`src/rtl/pipe_stage_reg.sv`:
```
// Handshaked pipeline-stage register: main + skid entry, synchronous flush,
// registered occupancy and a saturating stall-cycle counter.
module pipe_stage_reg #(
    parameter int PC_BITS   = 32,
    parameter int IR_BITS   = 32,
    parameter int CTRL_BITS = 16,
    parameter int DATA_BITS = 32,
    parameter int NUM_DATA  = 3,
    parameter int CNT_BITS  = 16
) (
    input  logic                          clk,
    input  logic                          rst,
    input  logic                          flush,
    input  logic                          in_valid,
    output logic                          in_ready,
    input  logic [PC_BITS-1:0]            in_pc,
    input  logic [IR_BITS-1:0]            in_ir,
    input  logic [CTRL_BITS-1:0]          in_ctrl,
    input  logic [NUM_DATA*DATA_BITS-1:0] in_data,
    output logic                          out_valid,
    input  logic                          out_ready,
    output logic [PC_BITS-1:0]            out_pc,
    output logic [IR_BITS-1:0]            out_ir,
    output logic [CTRL_BITS-1:0]          out_ctrl,
    output logic [NUM_DATA*DATA_BITS-1:0] out_data,
    output logic [1:0]                    occupancy,
    output logic [CNT_BITS-1:0]           stall_cnt
);

    localparam int DW = NUM_DATA * DATA_BITS;
    localparam int PW = PC_BITS + IR_BITS + CTRL_BITS + DW;

    logic [PW-1:0]       in_payload;
    logic [PW-1:0]       main_q, main_d;
    logic [PW-1:0]       skid_q, skid_d;
    logic                main_valid_q, main_valid_d;
    logic                skid_valid_q, skid_valid_d;
    logic [1:0]          occ_q;
    logic [CNT_BITS-1:0] stall_q;
    logic                accept;
    logic                main_free;
    logic                stalled;

    // Lanes travel as one opaque vector, so bit order is untouched for any NUM_DATA.
    assign in_payload = {in_pc, in_ir, in_ctrl, in_data};

    // Ready depends only on the skid flag, never on out_ready.
    assign in_ready  = ~skid_valid_q;
    assign accept    = in_valid & ~skid_valid_q;
    assign main_free = ~main_valid_q | out_ready;
    assign stalled   = main_valid_q & ~out_ready;

    // NOTE: every signal gets a default first, so no path through this block infers a latch.
    always_comb begin
        main_d       = main_q;
        main_valid_d = main_valid_q;
        skid_d       = skid_q;
        skid_valid_d = skid_valid_q;
        if (main_free) begin
            if (skid_valid_q) begin
                main_d       = skid_q;
                main_valid_d = 1'b1;
                skid_valid_d = accept;
                skid_d       = accept ? in_payload : '0;
            end else if (accept) begin
                main_d       = in_payload;
                main_valid_d = 1'b1;
            end else begin
                // Vacated entries are zeroed so the outputs read as a clean bubble.
                main_d       = '0;
                main_valid_d = 1'b0;
            end
        end else if (accept) begin
            skid_d       = in_payload;
            skid_valid_d = 1'b1;
        end
    end

    // NOTE: sequential state uses non-blocking assignments so all registers update together.
    always_ff @(posedge clk) begin
        if (rst || flush) begin
            main_q       <= '0;
            skid_q       <= '0;
            main_valid_q <= 1'b0;
            skid_valid_q <= 1'b0;
            occ_q        <= 2'd0;
            if (rst) begin
                stall_q <= '0;
            end
        end else begin
            main_q       <= main_d;
            skid_q       <= skid_d;
            main_valid_q <= main_valid_d;
            skid_valid_q <= skid_valid_d;
            occ_q        <= {1'b0, main_valid_d} + {1'b0, skid_valid_d};
            if (stalled && (stall_q != '1)) begin
                stall_q <= stall_q + CNT_BITS'(1);
            end
        end
    end

    assign out_valid = main_valid_q;
    assign {out_pc, out_ir, out_ctrl, out_data} = main_q;
    assign occupancy = occ_q;
    assign stall_cnt = stall_q;

endmodule

```
`config.mk`:
```
export PLATFORM = sky130hd
export DESIGN_NAME = pipe_stage_reg
export DESIGN_NICKNAME = d
export VERILOG_FILES = /design/src/rtl/pipe_stage_reg.sv
export SDC_FILE = /design/constraint.sdc
export NUM_CORES = 1
export LEC_CHECK = 0
export CORE_UTILIZATION = 49
export DETAILED_ROUTE_END_ITERATION = 8
export PLACE_DENSITY = 0.8
export SYNTH_ARGS = -nofsm -noshare
export SYNTH_HDL_FRONTEND = slang
export SYNTH_SLANG_ARGS = --single-unit
```
`constraint.sdc`:
```
create_clock -name clk -period 2.35 [get_ports clk]
set_clock_uncertainty 0.2 [all_clocks]
set_input_delay 0.47 -clock clk [delete_from_list [all_inputs] [get_ports clk]]
set_output_delay 0.47 -clock clk [all_outputs]
set_load 0.01 [all_outputs]
```
After elaboration in Yosys (flattened, before gate mapping)
Cells that the tools add are included.
W data, S select, Z words.
{"block": "word_totals", "reg_bits": 372, "latchBits": 0, "ramBits": 0, "romBits": 0, "output_inout_bits": 196, "wordCells": 37, "mem_count": 0}
{"block": "classes", "addsub": 2, "multipliers": 0, "div": 0, "magnitude_cmp": 0, "eq_ne": 3, "n_shift": 0, "n_mux": 14, "n_bitwise": 6, "reduce_logical": 6}
{"operator": "$mux W176", "count": 5}
{"operator": "$mux W16", "count": 3}
{"operator": "$add A16 B1 Y16 const B", "count": 1}
{"operator": "$ne A16 B16 Y1 const B", "count": 1}
{"operator": "$mux W1", "count": 6}
{"operator": "$ne A2 B2 Y1 const B", "count": 2}
{"operator": "$reduce_and A2 Y1", "count": 2}
{"operator": "$reduce_bool A2 Y1", "count": 2}
{"operator": "$not A1 Y1", "count": 3}
{"operator": "$add A1 B1 Y2", "count": 1}
{"operator": "$and A1 B1 Y1", "count": 2}
{"operator": "$logic_and A1 B1 Y1", "count": 1}
{"operator": "$logic_or A1 B1 Y1", "count": 1}
{"operator": "$or A1 B1 Y1", "count": 1}

Logic depth before layout (Yosys ltp)
{"block": "depth", "ltp_word": 6, "depth_mapped": 8}

Worst setup path after synthesis
OpenSTA, ideal clock, no wires.
{"block": "synth_timing", "kind": "input to register", "from": "in out_ready", "to": "reg occ_q[0], in the netlist occupancy[0]", "setup_time_ps": 115, "t_arrival_ps": 1556, "setup_slack_ps": 479, "path_stages": 6, "path_buffers": 2, "path_cell_list": "nand2b_1 clkbuf_1 buf_1 nand2_1 ha_1 and2_1"}
{"block": "synth_between", "elab_chain_len": 3, "elab_cells_between_ends": 4}
{"item": "from (decl)", "line": "21", "source": "input logic out_ready,"}
{"item": "$or A1 B1 Y1", "line": "50", "source": "assign main_free = ~main_valid_q | out_ready;"}
{"item": "$mux W1", "line": "59", "source": "if (main_free) begin"}
{"item": "via main_valid_d", "line": "36", "source": "logic main_valid_q, main_valid_d;"}
{"item": "$add A1 B1 Y2", "line": "95", "source": "occ_q <= {1'b0, main_valid_d} + {1'b0, skid_valid_d};"}
{"item": "to (signal assigned)", "line": "95"}
{"item": "to (decl)", "line": "38", "source": "logic [1:0] occ_q;"}
The timed path passes the listed nets, and every way through them passes these cells.
A chain may end at the register's enable or synchronous reset.

Final worst setup path
{"block": "layout_timing", "from": "reg skid_valid_q", "to": "out in_ready"}
{"block": "layout_between", "elab_chain_len": 1}
{"item": "from (decl)", "line": "37", "source": "logic skid_valid_q, skid_valid_d;"}
{"item": "from (signal assigned)", "line": "94", "source": "skid_valid_q <= skid_valid_d;"}
{"item": "$not A1 Y1", "line": "48", "source": "assign in_ready = ~skid_valid_q;"}
{"item": "to (decl)", "line": "15", "source": "output logic in_ready,"}
No other way between the ends.

==> impl_metrics.py <==
metrics = {
    "synthesis": {
        "synth-xor-area-share_pct": 0.606,
        "synthArstFlopShare_pct": 0,
        "synthTopCellsByArea": "dfxtp_1 (49%), a22o_1 (11%), nand2_1 (9.2%)",
        "yosys.area.top_type": "dfxtp_1",
        "synth.area.mux_share_pct": 0.0693,
        "yosys.area_share.simple_pct": 15.6,
        "ys.flop_type": "dfxtp_1",
        "avgSynthCellArea_um2": 8.70,
        "synth_top_family_by_area": "compound AO/OA/AOI/OAI gates",
        "synth_common_cells": "dfxtp_1 (356), nand2_1 (356), nor2_1 (192)",
        "synth-seq-cells": 372,
        "ys_seq_area_share_pct": 52.6,
        "ys_types": 32,
        "synthAdderAreaFrac_pct": 0.173,
        "synth_edf_count": 16,
        "syn-num-nets": 1845,
        "synthCells": 1662,
        "synth_compound_area_share_pct": 26.3,
        "synth_area_um2": 14500,
        "yosysTopAreaCellShare_pct": 49.3,
        "yosysWarningCount": 0,
    },
    "critical_path": {
        "r2r_end": "stall_cnt[9]",
        "endpoint": "in_ready",
        "crit_fanout": 17,
        "worst_path_largest_cell_delay_ns": 0.51,
        "start_kind": "register",
        "arrival_ns": 1.62,
        "worstPathRequired_ns": 1.68,
        "path_class": "register to output pin",
        "r2r_start": "stall_cnt[0]",
        "regToRegSetupSlack_ns": 0.31,
        "critPathCaptureType": "output pin",
        "slowest_stage": "dfxtp_4",
        "r2r_cells": 6,
        "crit_chain": "inv_1, clkdlybuf4s50_1",
        "cp-startpoint": "skid_valid_q",
    },
    "die": {
        "die_h_um": 174,
        "num_rows": 62,
        "die-width_um": 174,
        "initial_utilization_pct": 50.1,
        "fp.coreArea_um2": 28900,
        "die_area_um2": 30200,
        "pin_count": 377,
    },
    "routing": {
        "drc": 0,
        "firstDrtPassIters": 5,
        "initialDrtViolationCount": 1201,
        "ant_nets": 0,
        "wirelength_um": 43300,
        "wl_per_cell_um": 18.1,
        "via_count": 13788,
        "viasPerCell": 5.75,
    },
    "placement": {
        "numPortBuffers": 376,
        "dp_hpwl_um": 28500,
        "dpl_cell_area_um2": 19000,
        "gp_congestion": 0.826,
    },
    "timing": {
        "hold_violations": 0,
        "rsz0062_at_grt": "false",
        "finalMaxSlewViolations": 0,
        "max_freq_ghz": 0.436,
        "holdWs_ns": 0.249,
        "timing.final.crit_share_pct": 97.5,
        "fin_setup_tns_ns": 0,
        "min_period_ns": 2.29,
        "final-setup-viol-count": 0,
        "tightest_slew_ns": 0.516,
        "slew_headroom_pct": 65.6,
    },
    "clocking": {
        "htree_num_levels": 2,
        "cts_hold_buf": 0,
        "clkLatencyLatePin_ns": 0.52,
        "cts.sinks": 372,
        "clkTransAtPathRegs_ns": 0.06,
        "clockBufferDepth": 3,
        "cts_tree": "built",
        "root_buffer": "clkbuf_16",
        "ctsResizeCount": 0,
        "cts_setup_buffers": 0,
        "cts_buffers": 39,
    },
    "finish": {
        "post-route-util_pct": 70.5,
        "drive_above_1_share_pct": 6.46,
        "finish.instance_area_um2": 20400,
        "syn_to_final_growth_pct": 40.8,
        "nets": 2166,
    },
    "status": {
        "outcome": "finished clean",
    },
    "global_route": {
        "grt_pass1_wl_um": 68600,
        "grt_max_degree": 69,
        "grtUsageTotal_pct": 27.7,
        "grt_overflow": 0,
        "grt_pass1_vias": 13280,
        "antenna_found_initial": 3,
    },
    "worst_hold_path": {
        "min_path_type": "register to register",
        "holdCritStartpoint": "main_q[149]",
        "min_path_cells": 2,
    },
    "job": {
        "cap_violations": 0,
    },
    "pwr": {
        "combinationalPowerShare_pct": 9.8,
        "vdd_drop_max_mv": 0.560,
        "p_switching_mw": 3.23,
        "p_clk_share_pct": 44.6,
        "power_frac_seq_pct": 45.6,
        "powerDensity_nw_per_um2": 706,
        "intPower_mw": 11.1,
        "swShare_pct": 22.5,
        "leakagePower_nw": 7.39,
    },
}
layout by cell type, fill, tap and decap left out, drive strengths merged, types with 2 or more instances in the layout:
master / synthesis / routed
clkdlybuf4s50: 0 / 376
nand2: 356 / 356
dfxtp: 356 / 356
nor2: 192 / 192
a21oi: 181 / 181
a22o: 176 / 176
a22oi: 176 / 176
buf: 58 / 63
clkbuf: 101 / 58
edfxtp: 16 / 16
xnor2: 7 / 7
clkinv: 0 / 7
nor3: 5 / 5
nand3: 5 / 5
bufinv: 0 / 5
nand4: 5 / 5
and2: 3 / 3
or3: 3 / 3
inv: 3 / 3
xor2: 3 / 3
diode: 0 / 2
o21ai: 2 / 2
nor2b: 2 / 2
ha: 2 / 2
through the flow:
stage	total power [mW]	cells	setup slack (ns)
floorplan	7.29	1662	0.479
global placement	8.06	2326	0.110
detailed placement	8.08	2326	0.0815
CTS	14.4	2397	0.0453
global route	14.8	2399	0.00987
finish	14.4	2399	0.0586
worst max-delay path: cells and delay by family (launching register included):
kind                   cells  cell delay (ns)
buffers and inverters      2             0.58
flip-flops                 1             0.51
cell type report:
cell class,instances,area [µm²]
fill,2185,8510
sequential,372,7610
multi-input combinational,1128,6210
timing repair buffer,439,4700
clock buffer,58,1140
tap,384,480
clock inverter,13,196
inverter,3,11.3
antenna,2,5.00
cells by family after synthesis:
kind of cell    after synthesis
xor+xnor                     10
compound gates              537
simple gates                578
mux                           1
flops                       372
buf+inv                     162
fa+ha+maj                     2
worst min path at each step:
stage                   to  slack [ns]
6_report       main_q[149]        0.25
5_1_grt         main_q[18]        0.26
3_3_place_gp   main_q[117]        0.24
4_1_cts        main_q[120]        0.25
2_1_floorplan    skid_q[0]        0.27
3_5_place_dp    main_q[77]        0.24
per-layer routing:
layer	track usage (%)	share of wire (%)
met2	45.3	47
met1	34.1	40
met5	0	0.025
met4	13.6	4.9
met3	6.49	8.0
sequential cells by signal, indices dropped and copies added, names as in the netlist:
name and flops:
occupancy 2, main_q 176, skid_valid_q 1, stall_cnt 16, out_valid 1, skid_q 176
power groups by stage:
stage          combinational [mW]  clock [mW]  sequential [mW]
2_1_floorplan               0.570           0             6.72
3_3_place_gp                 1.37           0             6.69
3_5_place_dp                 1.39           0             6.69
4_1_cts                      1.40        6.48             6.55
5_1_grt                      1.50        6.76             6.57
6_report                     1.40        6.42             6.56
Note: power is estimated with default switching activity, not from simulation.
==> RTL edit 1: new RTL, same flow settings <==
`CTRL_BITS`: 16 -> 24.
--- a/src/rtl/pipe_stage_reg.sv
+++ b/src/rtl/pipe_stage_reg.sv
@@ -4,5 +4,5 @@
     parameter int PC_BITS   = 32,
     parameter int IR_BITS   = 32,
-    parameter int CTRL_BITS = 16,
+    parameter int CTRL_BITS = 24,
     parameter int DATA_BITS = 32,
     parameter int NUM_DATA  = 3,
Ports: changed (resized in_ctrl and out_ctrl); port bits go from 377 to 393. No check against the original RTL was run, so the function may have changed too.
==> RTL edit 1 against the unedited design <==
Sequential cell count rose by 16. Fmax rose by 0.73%. Register-to-register slack improved by 0.06 ns. Routed wire length rose by 3.5%. Clock power fell by 2%. Combinational power rose by 4%. Synthesized area rose by 4.2%. Power rose by 1.4%. Utilization fell by 0.26 points. Synthesized cell count rose by 4.3%. Design area rose by 3.4%. Sequential share of layout area rose by 0.29 points. Setup slack improved by 0.017 ns. Critical path type unchanged. Critical endpoint is now stall_cnt[8]. Largest power group unchanged.
==> RTL edit 1: results (changes against the unedited design) <==
status: finished, final reports clean
clock root cell: clkbuf_16
Max clock buf depth: 3 (unchanged)
Syn Inst Count: 1733 (+4.3%)
Hold Crit Depth: 2 (unchanged)
post-DP HPWL: 29300 um (+2.9%)
R2R Setup Slk: 0.37 ns (+0.06 ns)
R2R Path End: stall_cnt[12]
worst hold slack: 0.249 ns (-0.000106 ns)
WL per Instance: 18.1 um (+0.12%)
Top Layer Used: met4
YS warnings: 0 (unchanged)
HP Class: flop to flop
share of post-route cells with drive strength above 1: 6.09% (-0.37 points)
H-tree depth: 2 (unchanged)
placed cells: 2406 (+3.4%)
Syn Nets: 1924 (+4.3%)
initial antenna violation count: 2 (-1)
Synth Flop Type: dfxtp_1
Commonest cells post-synth: dfxtp_1, nand2_1, nor2_1
# fillers: 2251 (+3.0%)
dpl ws: 0.112 ns (+0.0303 ns)
routed wl met3: 3300 um (-4.8%)
largest net degree at the start of global routing: 117 (+70%)
Worst Min Path Start: main_q[102]
Fin. Hold Viols: 0 (unchanged)
DRT Pass-1 Iters: 6 (+1)
number of synthesized flops with an enable pin: 16 (unchanged)
routability congestion estimate: 0.822 (-0.45%)
Max stage delay cell, worst path: clkdlybuf4s50_1
Metal-1 WL: 17700 um (+1.9%)
register area share after synthesis: 52.7% (about the same)
global-route wire length before repair: 69300 um (+1.0%)
slowest stage delay, CP: 0.61 ns (+0.10 ns)
crit-path leading delay family: buffers and inverters
Async SR Flop Fraction: 0% (unchanged)
total track usage: 27.2% (-0.42 points)
Initial DRC Count: 1231 (+2.5%)
Via Count: 14342 (+4.0%)
worst r2r src: stall_cnt[0]
I/O Buffers: 392 (+4.3%)
static leakage: 0.00764 uW (+3.3%)
crit path DAT: 1.60 ns (-0.02 ns)
top post-synthesis cells by area: dfxtp_1, a22o_1, nand2_1, a22oi_1, a21oi_1
met2 wire len: 21400 um (+5.2%)
Hold Path Sink: main_q[102]
Rel. slew slack: 62.0% (-3.6 points)
clock transition at the registers of the reported paths: 0.06 ns (about the same)
Worst-Skew Late Latency: 0.52 ns (about the same)
Max FO, Critical Path: 7 (-10)
Final Net Count: 2253 (+4.0%)
number of library cell types mapped by synthesis: 34 (+6.3%)
CTS Buf Count: 41 (+5.1%)
VDD IR max: 0.000484 V (-14%)
reg2reg path depth: 6 (unchanged)
via/cell ratio: 5.79 (+0.66%)
==> RTL edit 1: cell types whose count changed in the layout (fill, tap and decap cells not counted), sizes merged, moves of 5 or more <==
cell and delta:
a22oi +8, nor2 +8, clkbuf +8, clkdlybuf4s50 +15
nand2 +16, dfxtp +16, clkinv -6, a22o +8
bufinv -5, a21oi +8
==> RTL edit 1: cell type report <==
type                            instances  area [um2]  area share, %
Antenna cell                            2        5.00         0.0238
Clock inverter                          2        12.5         0.0595
Sequential cell                       388        7930           37.7
Multi-Input combinational cell       1176        6470           30.7
Timing Repair Buffer                  452        4830           22.9
Tap cell                              390         488           2.32
Clock buffer                           66        1300           6.19
Inverter                                3        11.3         0.0535
==> RTL edit 1: worst max path at each step <==
stage / startpoint / end / slack (ns) / cells past startpoint
after detailed placement: in_valid / skid_q[80] / 0.11 / 7
after CTS: stall_cnt[2] / stall_cnt[2] / 0.007 / 1
after global placement: out_ready / main_q[176] / 0.14 / 5
after floorplan: out_ready / stall_cnt[0] / 0.48 / 5
final: stall_cnt[8] / stall_cnt[8] / 0.08 / 1
after global routing: stall_cnt[8] / stall_cnt[8] / 0.03 / 1
==> RTL edit 1: timing repair <==
| item | 4_1_cts | 5_1_grt |
|---|---|---|
| gates resized for setup | 0 | 1 |
| buffers inserted | 0 | 3 |
| hold buffers | 0 | 0 |
| endpoints found under the setup margin | 0 | 2 |
==> RTL edit 1: per-layer routing <==
| layer | vias to the layer above | GRT usage, % |
|---|---|---|
| met5 | - | 0 |
| met4 | 0 | 14.7 |
| met3 | 133 | 5.14 |
| met2 | 582 | 45.1 |
| met1 | 6885 | 33.5 |
| li1 | 6742 | - |
==> RTL edit 1: where the power goes <==
part	switching, uW	internal, uW
Sequential	89.2	6750
Combinational	675	779
Clock	2520	3760
==> RTL edit 1: logic make-up (layout without fill, tap and decap cells) <==
| family | Yosys count | count (layout) | synth area share (%) |
|---|---|---|---|
| muxes | 1 | 1 | 0.0665 |
| adders and majority gates | 2 | 2 | 0.166 |
| buffers and inverters | 169 | 523 | 4.61 |
| AOI/OAI and AO/OA | 561 | 561 | 26.4 |
| and+or+nand+nor | 602 | 602 | 15.6 |
| DFF | 388 | 388 | 52.7 |
| xor gates and xnor gates | 10 | 10 | 0.582 |
| other | 0 | 2 | 0 |
==> RTL edit 1: worst reg2reg max path: cells and delay by family (launching register included) <==
kind	cells	cell delay, ns
compound gates	1	0.22
fa+ha+maj	1	0.26
buf+inv	1	0.16
simple gates	3	0.49
flops	1	0.41
==> RTL edit 1: stage by stage <==
stage                     instance area, um2  utilization (%)
final                                  21000             70.3
after global routing                   21000             70.3
after CTS                              21000             70.2
after detailed placement               19700             65.8
after global placement                 19700             65.8
after floorplan                        15100                -
==> RTL edit 2: new RTL, same flow settings <==
Made on the original files. Register the output `stall_cnt` once more; this adds one clock of latency there. The other outputs are not delayed to match.
--- a/src/rtl/pipe_stage_reg.sv
+++ b/src/rtl/pipe_stage_reg.sv
@@ -103,5 +103,7 @@
     assign {out_pc, out_ir, out_ctrl, out_data} = main_q;
     assign occupancy = occ_q;
-    assign stall_cnt = stall_q;
+    always_ff @(posedge clk) begin
+        stall_cnt <= stall_q;
+    end
 
 endmodule
Behaviour: not the same (Yosys sat finds a counterexample within 4 cycles, from zero or initial values).
==> RTL edit 2 against the unedited design <==
Sequential cell count grew 16. Design area grew 1.7%. Routed wire length shrank 0.96%. Largest power group unchanged. Critical path type unchanged. Synthesized area grew 2.2%. Setup slack gained 0.10 ns. Sequential share of layout area grew 0.91 points. Power grew 1.1%. Via count grew 0.64%.
==> RTL edit 2: results (changes against the unedited design) <==
worst hold slack: 0.248 ns (-0.00178 ns)
Max stage delay cell, worst path: clkdlybuf4s50_1
slowest stage delay, CP: 0.54 ns (+0.03 ns)
R2R Path End: stall_q[11]
Hold Path Sink: main_q[16]
register area share after synthesis: 53.7% (+1.0 points)
share of post-route cells with drive strength above 1: 6.26% (-0.20 points)
Worst-Margin Slew: 0.460 ns (-0.0560 ns)
status: finished, final reports clean
syn avg cell area: 8.80 um2 (+1.2%)
Post-Synth XOR/XNOR Area: 0.593% (-0.013 points)
static leakage: 0.00752 uW (+1.6%)
vias in the first global route: 12864 (-3.1%)
Synth Flop Type: dfxtp_1
routability congestion estimate: 0.823 (-0.39%)
post-DP HPWL: 27900 um (-2.2%)
Post-Synth Adder-Cell Area: 0.169% (-0.0037 points)
total track usage: 26.5% (-1.1 points)
placed cells: 2345 (+0.82%)
clock root cell: clkbuf_16
switching component of the power: 3270 uW (+1.2%)
Comb pwr share: 9.7%
largest net degree at the start of global routing: 89 (+29%)
number of library cell types mapped by synthesis: 33 (+3.1%)
WL per Instance: 17.7 um (-1.9%)
Commonest cells post-synth: dfxtp_1, nand2_1, nor2_1
Syn Nets: 1861 (+0.87%)
global-route wire length before repair: 66600 um (-2.9%)
Max FO, Critical Path: 6 (-11)
DRT Wirelength: 42900 um (-0.96%)
Final Net Count: 2181 (+0.69%)
Hold Crit Depth: 2 (unchanged)
initial antenna violation count: 6 (+3)
Cell Area, Placed: 19400 um2 (+1.9%)
# fillers: 2236 (+2.3%)
Worst EP required: 1.68 ns (about the same)
GR Layer Usage met3: 5.65% (-0.84 points)
HP Class: flop to flop
top post-synthesis cells by area: dfxtp_1, a22o_1, nand2_1, a22oi_1, a21oi_1
VDD IR max: 0.000516 V (-7.8%)
Worst Min Path Start: main_q[16]
compound-gate portion of the synthesized area: 25.7% (-0.54 points)
mux cell area share after synthesis: 0.0678% (-0.0015 points)
R2R Setup Slk: 0.25 ns (-0.06 ns)
CTS Buf Count: 41 (+5.1%)
worst r2r src: stall_q[0]
Largest regs: main_q x176, skid_q x176
via/cell ratio: 5.73 (-0.32%)
Initial DRC Count: 1090 (-9.2%)
DRT Pass-1 Iters: 5 (unchanged)
Critical path origin: skid_valid_q
GR Util met2: 43.1% (-2.2 points)
met1 GRT Util: 33.8% (-0.29 points)
crit path DAT: 1.52 ns (-0.10 ns)
CTS Hold Bufs: 0 (unchanged)
I/O Buffers: 376 (unchanged)
power share of the clock group: 43.2% (-1.4 points)
number of synthesized flops with an enable pin: 16 (unchanged)
-- RTL edit 2: cell types whose count changed in the layout (fill, tap and decap cells not counted), sizes merged --
cell    delta
diode      +2
clkinv     -5
buf        -3
bufinv     -5
inv        +2
dfxtp     +16
clkbuf    +10
-- RTL edit 2: per-layer routing --
layer,part of all wire (%),vias to the layer above
met5,0.058,-
met4,4.1,4
met3,7.0,108
met2,48,544
met1,41,6677
li1,-,6543
-- RTL edit 2: cell type report --
class,count,area [um2],share of cell area [%]
Antenna cell,4,10.0,0.0484
Clock buffer,68,1290,6.24
Clock inverter,5,35.0,0.169
Inverter,3,11.3,0.0544
Multi-Input combinational cell,1128,6210,30.0
Sequential cell,388,7930,38.3
Tap cell,390,488,2.36
Timing Repair Buffer,436,4730,22.8
-- RTL edit 2: through the flow --
stage,utilization [%],setup slack [ns]
global route,69.8,0.107
CTS,69.8,0.136
global placement,65.3,0.124
finish,69.8,0.161
detailed placement,65.3,0.0793
floorplan,-,0.453
